<file path="src/rtl/multiplexor_2to1_if.sv">
// Operand bus for the 2:1 selector: the two data inputs, the select, and the
// combinational and registered results.
interface multiplexor_2to1_if #(
  parameter int unsigned DATA_WIDTH = 32
);
  logic [0:DATA_WIDTH-1] in0;
  logic [0:DATA_WIDTH-1] in1;
  logic                  sel;
  logic [0:DATA_WIDTH-1] mux_out;
  logic [0:DATA_WIDTH-1] mux_out_q;

  modport master (
    output in0,
    output in1,
    output sel,
    input  mux_out,
    input  mux_out_q
  );

  modport slave (
    input  in0,
    input  in1,
    input  sel,
    output mux_out,
    output mux_out_q
  );
endinterface

</file>
<file path="src/rtl/multiplexor_2to1.sv">
// Parameterised 2:1 data selector with a zero-latency output and a registered
// copy that clears asynchronously on rst.
module multiplexor_2to1 #(
  parameter int unsigned DATA_WIDTH = 32
) (
  input  logic              clk,
  input  logic              rst,
  multiplexor_2to1_if.slave bus
);

  logic [0:DATA_WIDTH-1] w_mux;
  logic [0:DATA_WIDTH-1] r_mux_q;

  // Continuous ?: keeps X-select merge semantics (agreeing bits survive);
  // an if/else would silently pick in0 on an unknown select.
  assign w_mux       = bus.sel ? bus.in1 : bus.in0;
  assign bus.mux_out = w_mux;

  always_ff @(posedge clk or posedge rst) begin
    if (rst) begin
      r_mux_q <= '0;
    end else begin
      r_mux_q <= w_mux;
    end
  end

  assign bus.mux_out_q = r_mux_q;

endmodule

</file>
<file path="src/flat_wrapper.sv">
// flat-port wrapper written by rule: the top's interface ports become plain ports
module multiplexor_2to1_flat 
#(
  parameter int unsigned DATA_WIDTH = 32
)
  (clk, rst, bus_in0, bus_in1, bus_sel, bus_mux_out, bus_mux_out_q);
  multiplexor_2to1_if #(.DATA_WIDTH(DATA_WIDTH)) bus_i ();
  input  logic clk;
  input  logic rst;
  input wire logic [$bits(bus_i.in0)-1:0] bus_in0;
  input wire logic [$bits(bus_i.in1)-1:0] bus_in1;
  input wire logic [$bits(bus_i.sel)-1:0] bus_sel;
  output wire logic [$bits(bus_i.mux_out)-1:0] bus_mux_out;
  output wire logic [$bits(bus_i.mux_out_q)-1:0] bus_mux_out_q;
  assign bus_i.in0 = bus_in0;
  assign bus_i.in1 = bus_in1;
  assign bus_i.sel = bus_sel;
  assign bus_mux_out = bus_i.mux_out;
  assign bus_mux_out_q = bus_i.mux_out_q;
  multiplexor_2to1 #(.DATA_WIDTH(DATA_WIDTH)) u_core (.clk(clk), .rst(rst), .bus(bus_i));
endmodule
</file>
<file path="config.mk">
export PLATFORM = sky130hd
export DESIGN_NAME = multiplexor_2to1_flat
export DESIGN_NICKNAME = d
export VERILOG_FILES = /design/src/rtl/multiplexor_2to1_if.sv /design/src/rtl/multiplexor_2to1.sv /design/src/flat_wrapper.sv
export SDC_FILE = /design/constraint.sdc
export NUM_CORES = 1
export LEC_CHECK = 0
export CAP_MARGIN = 20
export CORE_ASPECT_RATIO = 0.7
export CORE_MARGIN = 5
export CORE_UTILIZATION = 32
export CTS_CLUSTER_SIZE = 16
export DETAILED_ROUTE_END_ITERATION = 8
export PLACE_DENSITY = 0.95
export REMOVE_ABC_BUFFERS = 1
export SLEW_MARGIN = 20
export SYNTH_ARGS = -nofsm -noshare
export SYNTH_HDL_FRONTEND = slang
export SYNTH_SLANG_ARGS = --single-unit
</file>
<file path="constraint.sdc">
create_clock -name clk -period 1.6 [get_ports clk]
set_input_delay 0.16 -clock clk [delete_from_list [all_inputs] [get_ports clk]]
set_output_delay 0.16 -clock clk [all_outputs]
set_load 0.01 [all_outputs]
</file>
Word level (Yosys, flattened, before mapping)

Cells that the tools add are included.

Output and inout port bits: 64
Input port bits: 67
Register bits: 32

Mux-type cells: 1

Operators with widths:

| kind     | number |
|---|---|
| $mux W32 | 1 |

Logic depth before layout (Yosys ltp)

Depth in word-level cells: 1
Mapped depth: 3

Worst setup path after synthesis

OpenSTA, ideal clock, no wires.

Path type: input port to output port
Start point: input port bus_sel
End point: output port bus_mux_out[0]
Cell stages on the path: 3
Data required time: 1.440 ns
Setup slack: 0.708 ns
Data arrival time: 0.732 ns
Cell sequence: buf_6 > buf_12 > mux2_4

Cells in the longest elaborated chain, start to end: 1

Ends and longest elaborated chain:

| element     | RTL line               | source |
|---|---|---|
| from (decl) | flat_wrapper.sv:12     | `input wire logic [$bits(bus_i.sel)-1:0] bus_sel;` |
| $mux W32    | multiplexor_2to1.sv:16 | `assign w_mux = bus.sel ? bus.in1 : bus.in0;` |
| to (decl)   | flat_wrapper.sv:13     | `output wire logic [$bits(bus_i.mux_out)-1:0] bus_mux_out;` |

No other way between the ends.

Worst setup path after layout

Start point: input port bus_in1[21]
End point: output port bus_mux_out[21]

Cells in the longest elaborated chain, start to end: 1

Ends and longest elaborated chain:

| element     | RTL line               | source |
|---|---|---|
| from (decl) | flat_wrapper.sv:11     | `input wire logic [$bits(bus_i.in1)-1:0] bus_in1;` |
| $mux W32    | multiplexor_2to1.sv:16 |  |

No other way between the ends.

==> results.yml <==
sta:
  slew_headroom_pct: 76.56
  worst_slack_ns: 0.1029
  hold_viol: 0
  max_freq_ghz: 0.6680
  rsz0062_at_grt: "no"
  setup_tns_ns: 0
  whs_ns: 0.1510
  tightest_slew_ns: 0.3512
  period_share_pct: 93.57
  setup_viol_count_final: 0
  slew_viol_final: 0
  fin_crit_ns: 1.497
power_and_ir_drop:
  p_leak_nw: 1.215
  ir_drop_uv: 453.8
  p_per_area_nw_per_um2: 773.8
setup_path:
  cp_top_family: "buffers and inverters"
  crit_buf_inv: 2
  crit_path_end_kind: "primary output"
  start_kind: "input pin"
  cp.depth: 3
  crit_path_top_delay_cell: "clkdlybuf4s50_1"
  crit_fanout: 2
  slowest_delay_ns: 0.49
  crit_chain: "clkdlybuf4s50_1, mux2_4, clkdlybuf4s50_1"
  cp_common_cell: "clkdlybuf4s50_1"
  cp_data_arrival_time_ns: 1.34
  critical_path_class: "in2out"
  crit_required_ns: 1.44
synth:
  ys_seq_elements: 32
  seq_area_frac_synth_pct: 59.37
  synthDistinctLibCells: 6
  avgSynthCellArea_um2: 19.55
  synthCells: 69
  ys_warn_count: 0
  syn_area_um2: 1349
detailed_routing:
  first_iter_violations: 21
  ant_nets: 0
  wire_per_inst_um: 15.32
  via_count: 1103
  vias_per_cell: 4.275
  drc_errors: 0
  first_pass_iters: 4
  wl_mm: 3.952
grt:
  antenna_found_initial: 0
  grt_use_total_pct: 14.26
  grt_pass1_wl_mm: 6.051
  grt_start_max_net_pins: 26
  grt_overflow: 0
  grt_pass1_vias: 1237
run_status:
  status: "finished clean"
layout:
  diodes: 0
  area_growth_pct: 106.8
  largest_reg_flops: 32
  fillers: 289
  drive_gt1_share_pct: 20.39
  nNetsFinal: 272
clock_tree:
  cts_tree: "done"
  path_clk_slew_ns: 0.06
  cts_max_path_buffers: 2
  cts_hold_buf: 0
  clock-sinks: 32
  cts_root_buffer: "clkbuf_8"
  htree_levels: 2
  post_cts_buffers: 0
  numCtsBuffers: 5
  cts.repair.resized: 0
floorplanning:
  rows: 19
  start_util_pct: 33.77
  die_area_um2: 5634
  die-width_um: 87.60
  die_y_um: 64.32
  coreArea_um2: 3994
  ios: 131
placed_design:
  gp_congestion: 0.6706
  portBuffers: 130
  preCtsSetupSlack_ns: 0.09549
flow_run:
  maxCapViolCount: 0
min_path:
  hold_path.class: "in2async"
[synthesized netlist by cell type, drive strengths merged]
master / instances / area (um^2)
mux2: 32 / 473.0
inv: 1 / 3.750
buf: 4 / 71.32
dfrtp: 32 / 800.8
[final timing paths]
check                                            to         from
min in group clk           u_core.bus.mux_out_q[30]      bus_sel
worst min-delay path       u_core.bus.mux_out_q[12]          rst
worst max-delay path                bus_mux_out[21]  bus_in1[21]
max in group asynchronous  u_core.bus.mux_out_q[15]          rst
[stage by stage]
stage	power (mW)	instance area [um^2]	utilization, %	cells
final	2.158	2789	69.83	258
after global routing	2.268	2789	69.83	258
after CTS	2.200	2789	69.83	258
after detailed placement	1.572	2699	67.58	250
after global placement	1.558	2699	67.58	250
after floorplan	1.102	1277	-	65
[routing by layer]
| metal | global-route usage, % | part of all wire, % |
|---|---|---|
| met1 | 14.03 | 34 |
| met2 | 26.22 | 51 |
| met3 | 6.418 | 14 |
| met4 | 5.172 | 0.89 |
| met5 | 0 | 0 |
[cell type report]
type                    count  area, um^2  share of cell area, %
repair buffers            133        1356                  48.63
flip-flops and latches     32       800.8                  28.71
multi-input cells          32       473.0                  16.96
clock buffers               8       90.09                  3.230
well taps                  52       65.06                  2.333
inverters                   1       3.754                 0.1346
[placed cells by master (no fill, tap or decap), drive strengths merged]
master and n:
buf 4, inv 1, clkbuf 8, clkdlybuf4s50 129, dfrtp 32, mux2 32
[power breakdown]
part           internal, mW  leakage (nW)  switching (mW)
Clock                 0.350        0.0455           0.261
Sequential            0.870         0.373          0.0153
Combinational         0.450         0.796           0.211
Total                  1.67          1.21           0.488
[cells by family (layout without fill, tap and decap cells)]
kind of cell | Yosys count | in the layout | share of synthesized area, %
muxes | 32 | 32 | 35.06
DFF | 32 | 32 | 59.37
buffers and inverters | 5 | 142 | 5.566
Note: power is estimated with default switching activity, not from simulation.
